===== config.mk =====
export PLATFORM = sky130hd
export DESIGN_NAME = pipelined_control_unit
export DESIGN_NICKNAME = d
export VERILOG_FILES = /design/src/rtl/ctrl_pkg.sv /design/src/rtl/ctrl_decoder.sv /design/src/rtl/pipelined_control_unit.sv
export SDC_FILE = /design/constraint.sdc
export NUM_CORES = 1
export LEC_CHECK = 0
export ABC_AREA = 1
export CAP_MARGIN = 20
export CORE_ASPECT_RATIO = 0.5
export CORE_UTILIZATION = 47
export CTS_BUF_LIST = sky130_fd_sc_hd__clkbuf_2
export CTS_CLUSTER_SIZE = 16
export DETAILED_ROUTE_END_ITERATION = 6
export GPL_TIMING_DRIVEN = 1
export PLACE_DENSITY = 0.82
export SETUP_SLACK_MARGIN = 0.05
export SKIP_CTS_REPAIR_TIMING = 1
export SLEW_MARGIN = 20
export SYNTH_ARGS = -nofsm -noshare
export SYNTH_HDL_FRONTEND = slang
export SYNTH_SLANG_ARGS = --single-unit

===== constraint.sdc =====
create_clock -name clk -period 2.5 [get_ports clk]
set_input_delay 0.25 -clock clk [delete_from_list [all_inputs] [get_ports clk]]
set_output_delay 0.25 -clock clk [all_outputs]
set_load 0.02 [all_outputs]

===== src/rtl/ctrl_pkg.sv =====
// ctrl_pkg: shared op constants, shifter modes, instruction categories and the control bundle.
package ctrl_pkg;
    localparam logic [3:0] ALU_AND = 4'b0000;
    localparam logic [3:0] ALU_EOR = 4'b0001;
    localparam logic [3:0] ALU_SUB = 4'b0010;
    localparam logic [3:0] ALU_RSB = 4'b0011;
    localparam logic [3:0] ALU_ADD = 4'b0100;
    localparam logic [3:0] ALU_ADC = 4'b0101;
    localparam logic [3:0] ALU_SBC = 4'b0110;
    localparam logic [3:0] ALU_RSC = 4'b0111;
    localparam logic [3:0] ALU_TST = 4'b1000;
    localparam logic [3:0] ALU_TEQ = 4'b1001;
    localparam logic [3:0] ALU_CMP = 4'b1010;
    localparam logic [3:0] ALU_CMN = 4'b1011;
    localparam logic [3:0] ALU_ORR = 4'b1100;

    typedef enum logic [1:0] {
        AM_ROTATE_RIGHT = 2'b00,
        AM_PASS_RM      = 2'b01,
        AM_ZERO_EXTEND  = 2'b10,
        AM_SHIFT_RM     = 2'b11
    } am_e;

    typedef enum logic [1:0] {CAT_NONE, CAT_DP, CAT_LS, CAT_BR} cat_e;

    typedef struct packed {
        logic       valid;
        logic       rf_en;
        logic [3:0] alu_op;
        am_e        am;
        logic       s_bit;
        logic       load;
        logic       rw;
        logic       size;
        logic       dmem_en;
        logic       branch;
        logic       bl;
        logic [3:0] rd;
    } ctrl_t;

    function automatic cat_e category(input logic [2:0] f);
        return f[2:1] == 2'b00 ? CAT_DP : f[2:1] == 2'b01 ? CAT_LS : f == 3'b101 ? CAT_BR : CAT_NONE;
    endfunction

    function automatic ctrl_t qualify(input ctrl_t c);
        return c.valid ? c : '0;
    endfunction
endpackage


===== src/rtl/ctrl_decoder.sv =====
// ctrl_decoder: combinational instruction-to-control-bundle decode.
module ctrl_decoder
    import ctrl_pkg::*;
(
    input  logic [31:0] instr,
    input  logic        valid,
    output ctrl_t       ctrl
);
    cat_e cat;
    logic unused_bits;

    assign cat = valid ? category(instr[27:25]) : CAT_NONE;
    // condition, Rn and Rm fields are consumed by the hazard logic, not by decode
    assign unused_bits = ^{instr[31:28], instr[23], instr[19:16], instr[3:0]};

    always_comb begin
        ctrl = '0;
        if (cat == CAT_DP) begin
            ctrl.valid  = 1'b1;
            ctrl.rf_en  = 1'b1;
            ctrl.s_bit  = instr[20];
            ctrl.rd     = instr[15:12];
            ctrl.alu_op = instr[24:21] <= ALU_ORR ? instr[24:21] : ALU_AND;
            ctrl.am     = instr[25] ? AM_ROTATE_RIGHT : AM_SHIFT_RM;
        end else if (cat == CAT_LS) begin
            ctrl.valid   = 1'b1;
            ctrl.dmem_en = 1'b1;
            ctrl.load    = instr[20];
            ctrl.rw      = instr[20];
            ctrl.rf_en   = instr[20];
            ctrl.size    = instr[22];
            ctrl.rd      = instr[15:12];
            ctrl.am      = instr[25] ? AM_ZERO_EXTEND : instr[11:4] == 8'd0 ? AM_PASS_RM : AM_SHIFT_RM;
        end else if (cat == CAT_BR) begin
            ctrl.valid  = 1'b1;
            ctrl.branch = 1'b1;
            ctrl.bl     = instr[24];
            ctrl.rf_en  = instr[24];
            ctrl.rd     = instr[24] ? 4'd14 : 4'd0;
        end
    end
endmodule


===== src/rtl/pipelined_control_unit.sv =====
// pipelined_control_unit: decode plus NUM_STAGES control stage registers with load-use, stall and flush handling.
module pipelined_control_unit
    import ctrl_pkg::*;
#(
    parameter int NUM_STAGES = 3,
    parameter int ALU_OP_W   = 4
) (
    input  logic                clk,
    input  logic                reset_n,
    input  logic [31:0]         id_instr,
    input  logic                id_valid,
    input  logic                stall_in,
    input  logic                flush,
    output logic                hazard_stall,
    output logic                ex_valid,
    output logic                ex_rf_en,
    output logic                ex_s_bit,
    output logic                ex_branch,
    output logic                ex_bl,
    output logic [ALU_OP_W-1:0] ex_alu_op,
    output logic [1:0]          ex_am,
    output logic                mem_valid,
    output logic                mem_en,
    output logic                mem_rw,
    output logic                mem_size,
    output logic                mem_load,
    output logic                wb_valid,
    output logic                wb_rf_en,
    output logic                wb_load,
    output logic [3:0]          wb_rd
);
    ctrl_t dec;
    ctrl_t stage [NUM_STAGES];
    ctrl_t ex, mem, wb;
    logic  rm_form;

    ctrl_decoder u_dec (.instr(id_instr), .valid(id_valid), .ctrl(dec));

    assign ex  = qualify(stage[0]);
    assign mem = qualify(stage[1]);
    assign wb  = qualify(stage[NUM_STAGES-1]);

    // Rm is a register source only for the shifted/pass-through operand modes
    assign rm_form      = dec.am == AM_PASS_RM || dec.am == AM_SHIFT_RM;
    assign hazard_stall = ex.valid & ex.load & id_valid &
                          (ex.rd == id_instr[19:16] || (rm_form && ex.rd == id_instr[3:0]));

    always_ff @(posedge clk) begin
        if (!reset_n) begin
            for (int i = 0; i < NUM_STAGES; i++) stage[i] <= '0;
        end else if (!stall_in) begin
            stage[0] <= flush || hazard_stall ? '0 : dec;
            for (int i = 1; i < NUM_STAGES; i++) stage[i] <= stage[i-1];
        end
    end

    assign ex_valid  = ex.valid;
    assign ex_rf_en  = ex.rf_en;
    assign ex_s_bit  = ex.s_bit;
    assign ex_branch = ex.branch;
    assign ex_bl     = ex.bl;
    assign ex_alu_op = ALU_OP_W'(ex.alu_op);
    assign ex_am     = ex.am;
    assign mem_valid = mem.valid;
    assign mem_en    = mem.dmem_en;
    assign mem_rw    = mem.rw;
    assign mem_size  = mem.size;
    assign mem_load  = mem.load;
    assign wb_valid  = wb.valid;
    assign wb_rf_en  = wb.rf_en;
    assign wb_load   = wb.load;
    assign wb_rd     = wb.rd;
endmodule


### Word-level counts from Yosys, hierarchy flattened

Memory sizes are Yosys's and may differ from the RTL's.
Index checks and enable logic that the tools add are counted.

| word-level totals | value |
|---|---|
| flip-flop bits (word level) | 0 |
| bits in writable memories | 57 |
| input port bits | 37 |
| output and inout port bits | 24 |
| word-level logic and storage cells | 56 |
| memories | 1 |

Memory list:

| name | words | bits a word | rd ports | clocked after Yosys merged registers in | wr ports | line | RTL |
|---|---|---|---|---|---|---|---|
| stage | 3 | 19 | 3 | 0 | 3 | pipelined_control_unit.sv:33 | `ctrl_t stage [NUM_STAGES];` |

| operators by class | value |
|---|---|
| order comparisons | 1 |
| equality and inequality tests | 9 |
| mux-type cells | 33 |
| bitwise gates (word level) | 6 |
| reduce and logical (&&, ||, !) cells | 6 |

Operator list:

| cell | number |
|---|---|
| 2-to-1 mux 19 bit | 7 |
| 2-to-1 mux 2 bit | 13 |
| 2-to-1 mux 4 bit | 6 |
| 2-to-1 mux 6 bit | 2 |
| == test 4 bit | 2 |
| logical NOT 8 bit | 1 |
| == test 2 x 1 -> 1 bit (second input constant) | 3 |
| == test 2 bit (second input constant) | 3 |
| 2-to-1 mux 1 bit | 5 |
| less-or-equal comparator 4 bit (second input constant) | 1 |
| AND 1 bit | 3 |
| == test 3 bit (second input constant) | 1 |
| logical OR 1 bit | 3 |
| bitwise OR 1 bit | 3 |
| logical NOT 2 bit | 1 |
| logical AND 1 bit | 1 |

### Depth between registers and ports, before layout

Gate-level depths: netlist of run 1.

| logic depth | value |
|---|---|
| word-level depth | 16 |
| mapped depth | 14 |

### Hierarchy

Synthesis of run 1 repeated with hierarchy kept, for this count alone.

| unflattened totals | value |
|---|---|
| cells, all modules | 247 |
| area total of the unflattened synthesis | 1964.4 um^2 |

Modules (own cells, without submodules):

| module | instances | cells each | area an instance (um^2) | sequential area each (um^2) |
|---|---|---|---|---|
| pipelined_control_unit | 1 | 194 | 1731.7 | 1081.0 |
| ctrl_decoder | 1 | 53 | 232.7 | 0.0 |

### Least setup slack after synthesis of run 1

Ideal clock, no wire load.

| path | value |
|---|---|
| path type | input -> output |
| from | input id_instr[25] |
| to | output hazard_stall |
| arrival | 1610 ps |
| required time | 2250 ps |
| setup slack | 640 ps |
| stages on the path | 13 |
| buffers on the path | 0 |
| cells stage by stage | inv_1 -> o21a_1 -> nor3_1 -> inv_1 -> ha_1 -> nor2_1 -> nor2_1 -> nand2_1 -> nor2_1 -> nand2_1 -> nand2_2 -> nand2_4 -> inv_1 |

| between the ends | value |
|---|---|
| cells in the longest elaborated chain, start to end | 13 |
| elaborated cells between the ends (all ways) | 17 |

RTL lines:

| what | line | RTL |
|---|---|---|
| start: declaration | pipelined_control_unit.sv:10 | `input logic [31:0] id_instr,` |
| == test 3 bit | ctrl_pkg.sv:42 | `return f[2:1] == 2'b00 ? CAT_DP : f[2:1] == 2'b01 ? CAT_LS : f == 3'b101 ? CAT_BR : CAT_NONE;` |
| 2-to-1 mux 2 bit (3 in a row) | ctrl_pkg.sv:42 |  |
| 2-to-1 mux 2 bit | ctrl_decoder.sv:12 | `assign cat = valid ? category(instr[27:25]) : CAT_NONE;` |
| == test 2 bit | ctrl_decoder.sv:25 | `end else if (cat == CAT_LS) begin` |
| 2-to-1 mux 2 bit | ctrl_decoder.sv:25 |  |
| 2-to-1 mux 2 bit (*) | ctrl_decoder.sv:18 | `if (cat == CAT_DP) begin` |
| == test 2 x 1 -> 1 bit / == test 2 bit (equally long branches) | pipelined_control_unit.sv:44 | `assign rm_form = dec.am == AM_PASS_RM \|\| dec.am == AM_SHIFT_RM;` |
| logical OR 1 bit (*) | pipelined_control_unit.sv:44 |  |
| logical AND 1 bit (*) | pipelined_control_unit.sv:46 | `(ex.rd == id_instr[19:16] \|\| (rm_form && ex.rd == id_instr[3:0]));` |
| logical OR 1 bit (*) | pipelined_control_unit.sv:46 |  |
| AND 1 bit (*) | pipelined_control_unit.sv:45 | `assign hazard_stall = ex.valid & ex.load & id_valid &` |
| end: declaration | pipelined_control_unit.sv:14 | `output logic hazard_stall,` |

Mark *: on every way between the ends. The rest lies on a longest branch, timed or not.

### Worst setup path in the final report of run 1

| path | value |
|---|---|
| from | input id_valid |
| to | output hazard_stall |

| between the ends | value |
|---|---|
| cells in the longest elaborated chain, start to end | 9 |
| elaborated cells between the ends (all ways) | 12 |

RTL lines:

| what | line | RTL |
|---|---|---|
| start: declaration | pipelined_control_unit.sv:11 | `input logic id_valid,` |
| 2-to-1 mux 2 bit | ctrl_decoder.sv:12 |  |
| == test 2 bit | ctrl_decoder.sv:25 |  |
| 2-to-1 mux 2 bit | ctrl_decoder.sv:25 |  |
| 2-to-1 mux 2 bit | ctrl_decoder.sv:18 |  |
| == test 2 x 1 -> 1 bit / == test 2 bit (equally long branches) | pipelined_control_unit.sv:44 |  |
| logical OR 1 bit | pipelined_control_unit.sv:44 |  |
| logical AND 1 bit | pipelined_control_unit.sv:46 |  |
| logical OR 1 bit | pipelined_control_unit.sv:46 |  |
| AND 1 bit (*) | pipelined_control_unit.sv:45 |  |

Marks and branches as above.

==> impl_metrics.csv, run 1 <==
group,metric,value,unit
status,outcome,"finished, final reports clean",
final_layout,regMostFlops,"stage",
yosys,ys_seq_area_share,55.8,%
yosys,synth_warnings,0,
yosys,netlist_area,1830,µm²
final_layout,most-common-layout-cells,"54 x inv_1, 53 x clkdlybuf4s50_1, 47 x nand2_1",
global_route,gr-total-overflow,0,
timing,tightestPinTransition,428,ps
global_route,grt_antenna_before_repair,0,
placed_design,dp_hpwl,2830,µm
final_layout,utilization,74.7,%
critical_path,path_cells,"clkdlybuf4s50_1 > inv_1 > a211oi_2 > ha_1 > nor2_2 > nor2_2 > nand2_1 > nor2_1 > nand2_1 > nand2_2 > nand2_4 > inv_2 > buf_6",
yosys,ys_types,22,
critical_path,cp-end-kind,"primary output",
pwr,p_seq_share,50.1,%
floorplan,die-width,90.2,µm
pwr,vdd_drop_max,0.336,mV
route,ant_nets,0,
clock_tree,cts_tree,"yes",
placed_design,dpl_cell_area,2530,µm²
floorplan,start_util,51.3,%
worst_hold_path,min_path_cells,5,
route,wire_per_inst,11.8,µm
critical_path,worstSetupPathDepth,13,
floorplan,fp.dieArea,4160,µm²
yosys,synth_area_per_cell,8.35,µm²
critical_path,r2r_setup_slack,600,ps
floorplan,core-area,3570,µm²
route,drc,0,
clock_tree,clk_latency,400,ps
timing,worst_hold_slack,388,ps
clock_tree,htreeDepth,2,
yosys,synth_fp_nets,260,
final_layout,reg_top3,"stage x34",
final_layout,nets,334,
final_layout,area_delta_synth_final,45.6,%
critical_path,crit_start,"id_valid",
critical_path,rr_worst_depth,11,
timing,hold_viol,0,
critical_path,worstPathRequired,2250,ps
critical_path,crit_family,"buffers and inverters",
critical_path,max_stage_delay,460,ps
timing,setup_violations,0,
route,wl,4070,µm
critical_path,cp_max_fo,3,
critical_path,path_class,"in -> out",
floorplan,io_pins,61,
critical_path,slowest_stage,"clkdlybuf4s50_1",
pwr,power.leakage,1.30,nW
global_route,grt_pass1_vias,1494,
timing,min_period,2380,ps
critical_path,cp_num_buf_inv,4,
timing,fin_crit_sh,95.3,%
critical_path,r2r_start,"stage[0][18]",
pwr,swShare,23.4,%
final_layout,final_layout_size_suffix_gt1_share,12.6,%
pwr,p_sw,0.000315,W
route,drt_iter0_markers,114,
clock_tree,cts_buffer_depth,2,
critical_path,cp_data_arrival_time,2130,ps
timing,rsz0062_at_grt,"false",
clock_tree,clk_pin_slew_worst_paths,180,ps
final_layout,fin_area,2660,µm²
floorplan,rows,15,
route,num_vias,1601,
timing,report.final.slew_viol_count,0,
clock_tree,cts.sinks,34,
route,viasPerCell,4.64,
timing,fmax,0.420,GHz
pwr,power_per_cell_area,505,nW/µm²
floorplan,die-height,46.1,µm
timing,skew,13.7,ps
timing,slew_headroom,71.5,%
pwr,clockPowerShare,34.5,%
placed_design,place.gp.congestion,0.784,
global_route,grtUsageTotal,20.0,%
worst_hold_path,worstHoldStart,"id_instr[25]",
final_layout,final_common_cell,"inv_1",
yosys,ys_ff_latch,34,
route,firstDrtPassIters,4,
critical_path,start_kind,"primary input",
worst_hold_path,hold_path.class,"in -> reg",
clock_tree,cts-root-buf,"clkbuf_2",
final_layout,n_fill_cell,233,
final_layout,largest_register_ffs,34,
pwr,intPower,0.00103,W
clock_tree,cts_inserted_buffers,5,
global_route,grt_max_degree,35,
final_layout,diodes,0,
global_route,grt_pass1_wl,6200,µm
yosys,synthCells,219,
placed_design,port_buffers,56,
flow_run,maxCapViolCount,0,
pwr,comb_power_share,15.4,%
-- synthesized netlist by cell type --
library cell	number	area [µm²]
edfxtp_1	34	1020
ha_1	4	50.1
a211oi_1	1	7.51
nand2_2	2	12.5
a31oi_1	1	6.26
o21ai_0	1	5.00
nand3_2	1	10.0
nor4_1	2	12.5
nand3_1	7	35.0
o21a_1	1	7.51
nand2_4	2	22.5
inv_1	57	214
o21ai_1	1	5.00
nand3b_1	2	15.0
nand2_1	47	176
clkinv_1	1	3.75
nor2_2	1	6.26
buf_4	2	15.0
a21oi_1	5	25.0
clkbuf_1	2	7.51
nor3_1	2	10.0
nor2_1	43	161
-- worst register-to-register path: stages (launching register included) --
cell      delay, ps
edfxtp_1        600
nand2_1         180
inv_1            80
nand2_1          70
nand2_1          50
nor2_1          140
nand2_1          80
nand2_2          80
nand2_4          50
buf_4           170
nand2_4         110
nor2_1           80
-- per-stage QoR --
step           std cells  setup slack [ps]  setup TNS, ps  power (W)
5_1_grt              345              24.2              0    0.00139
2_1_floorplan        219               640              0   0.000771
3_5_place_dp         335              -459          -2370   0.000882
3_3_place_gp         335              -320           -327   0.000873
4_1_cts              343              -471           -471    0.00134
6_report             345               118              0    0.00135
-- power groups by stage --
| stage | sequential, W | combinational (W) | clock [W] |
|---|---|---|---|
| floorplan | 0.000686 | 0.0000846 | 0 |
| global placement | 0.000685 | 0.000188 | 0 |
| detailed placement | 0.000687 | 0.000194 | 0 |
| CTS | 0.000674 | 0.000196 | 0.000468 |
| global route | 0.000679 | 0.000226 | 0.000489 |
| finish | 0.000674 | 0.000207 | 0.000465 |
-- path summary, 6_finish.rpt --
kind | end
min | stage[0][12]
min reg2reg | stage[0][38]
max | hazard_stall
max reg2reg | stage[0][17]
-- cell families (layout without fill, tap and decap cells) --
logic type	after synthesis	after routing	share of synthesized area, %
simple gates	109	109	25.2
buf+inv	62	137	13.1
flops	34	34	55.8
compound gates	10	10	3.08
fa+ha+maj	4	4	2.74
-- routing by layer --
layer | up-vias | global-route usage (%) | wire (µm)
li1 | 812 | - | -
met1 | 720 | 22.3 | 1560
met2 | 60 | 38.5 | 2180
met3 | 9 | 4.29 | 235
met5 | - | 0 | 0
met4 | 0 | 10.0 | 87
-- layout make-up --
cell class	count	area (µm²)	share of cell area, %
Timing Repair Buffer	71	679	25.5
Clock buffer	5	25.0	0.940
Clock inverter	3	63.8	2.40
Sequential cell	34	1020	38.3
Inverter	58	218	8.18
Tap cell	51	63.8	2.40
Multi-Input combinational cell	123	592	22.2
Power figures use the tool's default switching activity.
==> run 2, diff against run 1 <==
- CELL_PAD_IN_SITES_DETAIL_PLACEMENT: unset -> 1
- CELL_PAD_IN_SITES_GLOBAL_PLACEMENT: unset -> 2
- CORE_UTILIZATION: 47 -> 26
- PLACE_DENSITY: 0.82 -> unset
- PLACE_DENSITY_LB_ADDON: unset -> 0.1
==> impl_metrics.csv, run 2 (synthesis gave the netlist of run 1 again) <==
group,metric,value,unit
critical_path,r2r_start,"stage[0][18]",
final_layout,diodes,0,
pwr,p_seq_share,60.3,%
pwr,power.leakage,1.25,nW
final_layout,regMostFlops,"stage",
floorplan,start_util,27.1,%
floorplan,die-height,61.3,µm
timing,tightestPinTransition,430,ps
global_route,grtUsageTotal,12.1,%
route,wl,4020,µm
final_layout,nets,333,
critical_path,crit_family,"buffers and inverters",
route,drt_iter0_markers,31,
pwr,vdd_drop_max,0.129,mV
clock_tree,cts-root-buf,"clkbuf_2",
timing,setup_violations,0,
final_layout,area_delta_synth_final,44.5,%
final_layout,largest_register_ffs,34,
pwr,swShare,26.5,%
global_route,grt_pass1_vias,1470,
critical_path,worstPathRequired,2250,ps
timing,slew_headroom,71.3,%
critical_path,rr_endpoint,"stage[0][2]",
final_layout,multi_input_area,592,µm²
placed_design,port_buffers,56,
critical_path,worstSetupPathDepth,15,
critical_path,cp-end-kind,"primary output",
timing,min_period,2330,ps
route,drc,0,
placed_design,dp_hpwl,3240,µm
critical_path,crit_start,"id_instr[25]",
route,num_vias,1579,
route,viasPerCell,4.10,
timing,report.final.slew_viol_count,0,
critical_path,max_stage_delay,470,ps
final_layout,n_fill_cell,807,
critical_path,cp_num_buf_inv,5,
timing,worst_hold_slack,522,ps
final_layout,reg_top3,"stage x34",
critical_path,slowest_stage,"clkdlybuf4s50_1",
route,wire_per_inst,10.4,µm
clock_tree,clk_pin_slew_worst_paths,170,ps
pwr,power_per_cell_area,423,nW/µm²
critical_path,crit_top_cell,"inv_1",
clock_tree,clk_latency,380,ps
pwr,clockPowerShare,21.8,%
floorplan,io_pins,61,
flow_run,maxCapViolCount,0,
pwr,p_sw,0.000296,W
critical_path,rr_worst_depth,11,
placed_design,place.gp.congestion,0.779,
final_layout,regArea,1020,µm²
critical_path,start_kind,"primary input",
final_layout,final_common_cell,"inv_1",
clock_tree,cts_inserted_buffers,5,
timing,fin_crit_sh,93.3,%
critical_path,cp_max_fo,3,
critical_path,critPathCapture,"hazard_stall",
timing,skew,11.6,ps
final_layout,most-common-layout-cells,"57 x inv_1, 55 x clkdlybuf4s50_1, 47 x nand2_1",
floorplan,die-width,121,µm
worst_hold_path,hold_path.class,"in -> reg",
global_route,grt_pass1_wl,6640,µm
critical_path,cp_data_arrival_time,2080,ps
floorplan,fp.dieArea,7400,µm²
clock_tree,cts.sinks,34,
floorplan,rows,21,
timing,setup_tns,0,ps
clock_tree,cts_buffer_depth,2,
route,firstDrtPassIters,3,
timing,rsz0062_at_grt,"false",
global_route,grt_antenna_before_repair,0,
clock_tree,htreeDepth,2,
critical_path,path_cells,"clkdlybuf4s50_1 > inv_1 > o21a_1 > nor3_4 > inv_1 > ha_1 > nor2_2 > nor2_2 > nand2_1 > nor2_1 > nand2_1 > nand2_2 > nand2_4 > inv_1 > clkbuf_2",
timing,hold_viol,0,
timing,fmax,0.429,GHz
global_route,gr-total-overflow,0,
status,outcome,"finished, final reports clean",
final_layout,final_layout_size_suffix_gt1_share,10.6,%
global_route,grt_max_degree,35,
critical_path,r2r_setup_slack,720,ps
pwr,comb_power_share,17.9,%
pwr,intPower,0.000823,W
floorplan,core-area,6750,µm²
clock_tree,cts_tree,"yes",
critical_path,path_class,"in -> out",
route,ant_nets,0,
==> run 2: cell types whose count changed in the layout (fill, tap and decap cells not counted), sizes merged <==
cell / before / now
buf: 16 / 14
bufinv: 2 / 0
clkbuf: 5 / 6
clkdlybuf4s50: 53 / 55
clkinv: 2 / 4
dlymetal6s2s: 2 / 0
==> run 2: stage by stage <==
| step | utilization, % | total power [W] | worst slack (ps) | area (µm²) | cells |
|---|---|---|---|---|---|
| finish | 39.1 | 0.00112 | 169 | 2640 | 385 |
| global route | 39.1 | 0.00118 | 28.7 | 2640 | 385 |
| CTS | 38.7 | 0.00113 | -488 | 2620 | 384 |
| detailed placement | 38.2 | 0.000886 | -490 | 2580 | 376 |
| global placement | 38.2 | 0.000882 | -401 | 2580 | 376 |
| floorplan | - | 0.000771 | 640 | 1830 | 219 |
==> run 2: per-layer routing <==
metal	vias up	GRT usage [%]	wire length, µm
li1	808	-	-
met2	31	20.3	1840
met1	733	15.2	1940
met3	7	3.80	182
met5	-	0	0
met4	0	4.23	53
==> run 2: worst min-delay path by stage <==
stage / from / to / cells past startpoint
after CTS: id_instr[12] / stage[0][0] / 3
after floorplan: id_instr[23] / stage[0][15] / 2
final: id_instr[12] / stage[0][0] / 3
after global routing: id_instr[12] / stage[0][0] / 3
after detailed placement: stage[0][36] / stage[0][55] / 2
after global placement: stage[0][20] / stage[0][39] / 2
==> run 2: area by class of cell <==
cell class              count  area share [%]
flip-flops and latches     34            38.6
clock buffers               5           0.947
multi-input cells         123            22.4
inverters                  58            8.24
clock inverters             3           0.426
repair buffers             70            25.0
well taps                  92            4.36
==> run 2: power by group through the flow <==
stage	Combinational [W]	Sequential, W	Clock [W]
6_report	0.000200	0.000674	0.000244
5_1_grt	0.000225	0.000678	0.000281
2_1_floorplan	0.0000846	0.000686	0
4_1_cts	0.000199	0.000675	0.000253
3_5_place_dp	0.000198	0.000688	0
3_3_place_gp	0.000195	0.000687	0
==> run 2: worst register-to-register path: stages, from the launching register on <==
cell and delay [ps]:
edfxtp_1 590, nand2_1 170, inv_1 70, nand2_1 50, nand2_1 50, nor2_1 120, nand2_1 80, nand2_2 80
nand2_4 40, buf_4 160, nand2_4 110, nor2_1 60
==> run 3, diff against run 2 <==
- ABC_CLOCK_PERIOD_IN_PS: unset -> 2500
- RECOVER_POWER: unset -> 25
==> impl_metrics.csv, run 3 (synthesis gave the netlist of run 1 again) <==
group,metric,value,unit
route,drt_iter0_markers,30,
floorplan,io_pins,61,
timing,fmax,0.429,GHz
route,ant_nets,0,
critical_path,slowest_stage,"clkdlybuf4s50_1",
timing,setup_tns,0,ps
final_layout,regMostFlops,"stage",
route,wire_per_inst,10.4,µm
critical_path,max_stage_delay,470,ps
final_layout,largest_register_ffs,34,
final_layout,most-common-layout-cells,"57 x inv_1, 54 x clkdlybuf4s50_1, 47 x nand2_1",
critical_path,path_cells,"clkdlybuf4s50_1 > inv_1 > o21a_1 > nor3_4 > inv_1 > ha_1 > nor2_2 > nor2_2 > nand2_1 > nor2_1 > nand2_1 > nand2_2 > nand2_4 > inv_1 > clkbuf_2",
pwr,power_per_cell_area,424,nW/µm²
floorplan,rows,21,
timing,tightestPinTransition,833,ps
global_route,grt_max_degree,35,
timing,skew,11.6,ps
pwr,intPower,0.000821,W
global_route,grt_antenna_before_repair,0,
flow_run,maxCapViolCount,0,
critical_path,start_kind,"primary input",
critical_path,path_class,"in -> out",
timing,min_period,2330,ps
critical_path,cp_num_buf_inv,5,
pwr,swShare,26.5,%
clock_tree,cts_tree,"yes",
route,wl,4020,µm
final_layout,final_layout_size_suffix_gt1_share,10.2,%
final_layout,reg_top3,"stage x34",
clock_tree,htreeDepth,2,
pwr,p_total,0.00112,W
pwr,p_seq_share,60.4,%
route,firstDrtPassIters,3,
final_layout,n_fill_cell,810,
final_layout,area_delta_synth_final,44.1,%
pwr,power.leakage,1.25,nW
final_layout,final_common_cell,"inv_1",
clock_tree,cts-root-buf,"clkbuf_2",
placed_design,port_buffers,56,
floorplan,die-width,121,µm
timing,setup_violations,0,
clock_tree,cts_inserted_buffers,5,
floorplan,core-area,6750,µm²
route,num_vias,1579,
timing,fin_crit_sh,93.3,%
critical_path,cp-end-kind,"primary output",
placed_design,place.gp.congestion,0.779,
pwr,p_sw,0.000296,W
route,viasPerCell,4.10,
pwr,comb_power_share,17.8,%
critical_path,crit_top_cell,"inv_1",
clock_tree,clk_latency,380,ps
final_layout,utilization,39.0,%
critical_path,cp_max_fo,3,
final_layout,diodes,0,
critical_path,crit_family,"buffers and inverters",
global_route,grt_pass1_vias,1470,
pwr,vdd_drop_max,0.129,mV
floorplan,fp.dieArea,7400,µm²
timing,hold_viol,0,
critical_path,cp_data_arrival_time,2080,ps
clock_tree,cts.sinks,34,
status,outcome,"finished, final reports clean",
clock_tree,clk_pin_slew_worst_paths,170,ps
global_route,grt_pass1_wl,6640,µm
route,drc,0,
worst_hold_path,hold_path.class,"in -> reg",
final_layout,nets,333,
global_route,grtUsageTotal,12.1,%
floorplan,start_util,27.1,%
critical_path,worstPathRequired,2250,ps
global_route,gr-total-overflow,0,
pwr,clockPowerShare,21.8,%
floorplan,die-height,61.3,µm
timing,slew_headroom,44.5,%
timing,report.final.slew_viol_count,0,
placed_design,dp_hpwl,3240,µm
timing,rsz0062_at_grt,"false",
clock_tree,cts_buffer_depth,2,
## run 3: cell types whose count changed in the layout (fill, tap and decap cells not counted), sizes merged
cell | before | now
clkbuf | 6 | 8
dlygate4sd3 | 0 | 1
buf | 14 | 12
clkdlybuf4s50 | 55 | 54
## run 3: final timing paths
check / start / end / slack (ps) / depth (start not counted)
setup / recovery: id_instr[25] / hazard_stall / 170 / 15
hold / removal: id_instr[12] / stage[0][0] / 520 / 3
setup reg to reg: stage[0][18] / stage[0][2] / 720 / 11
hold reg to reg: stage[0][36] / stage[0][55] / 580 / 2
## run 3: per-stage QoR
stage	cells	hold WS (ps)	setup WS, ps	area [µm²]
after global routing	385	499	28.7	2640
after detailed placement	376	543	-490	2580
after floorplan	219	458	640	1830
after global placement	376	525	-401	2580
final	385	522	169	2640
after CTS	384	513	-488	2620
## run 3: cell type report
cell class	instances	area [µm²]	area share, %
Clock buffer	5	25.0	0.949
Clock inverter	3	11.3	0.427
Inverter	58	218	8.26
Multi-Input combinational cell	123	592	22.4
Sequential cell	34	1020	38.7
Tap cell	92	115	4.37
Timing Repair Buffer	70	654	24.8
## run 3: metal layers
| layer | wire length, µm | global-route usage (%) | up-vias |
|---|---|---|---|
| met3 | 182 | 3.80 | 7 |
| met4 | 53 | 4.23 | 0 |
| met2 | 1830 | 20.3 | 31 |
| met5 | 0 | 0 | - |
| li1 | - | - | 808 |
| met1 | 1950 | 15.2 | 733 |
## run 3: worst min-delay path: cells and delay by family
kind / cells / cell delay [ps]
buf+inv: 1 / 400
simple gates: 2 / 100
## run 3: power groups by stage
stage	clock network, W	logic, W	registers (W)
floorplan	0	0.0000846	0.000686
global placement	0	0.000195	0.000687
detailed placement	0	0.000198	0.000688
CTS	0.000253	0.000199	0.000675
global route	0.000281	0.000224	0.000679
finish	0.000244	0.000199	0.000675
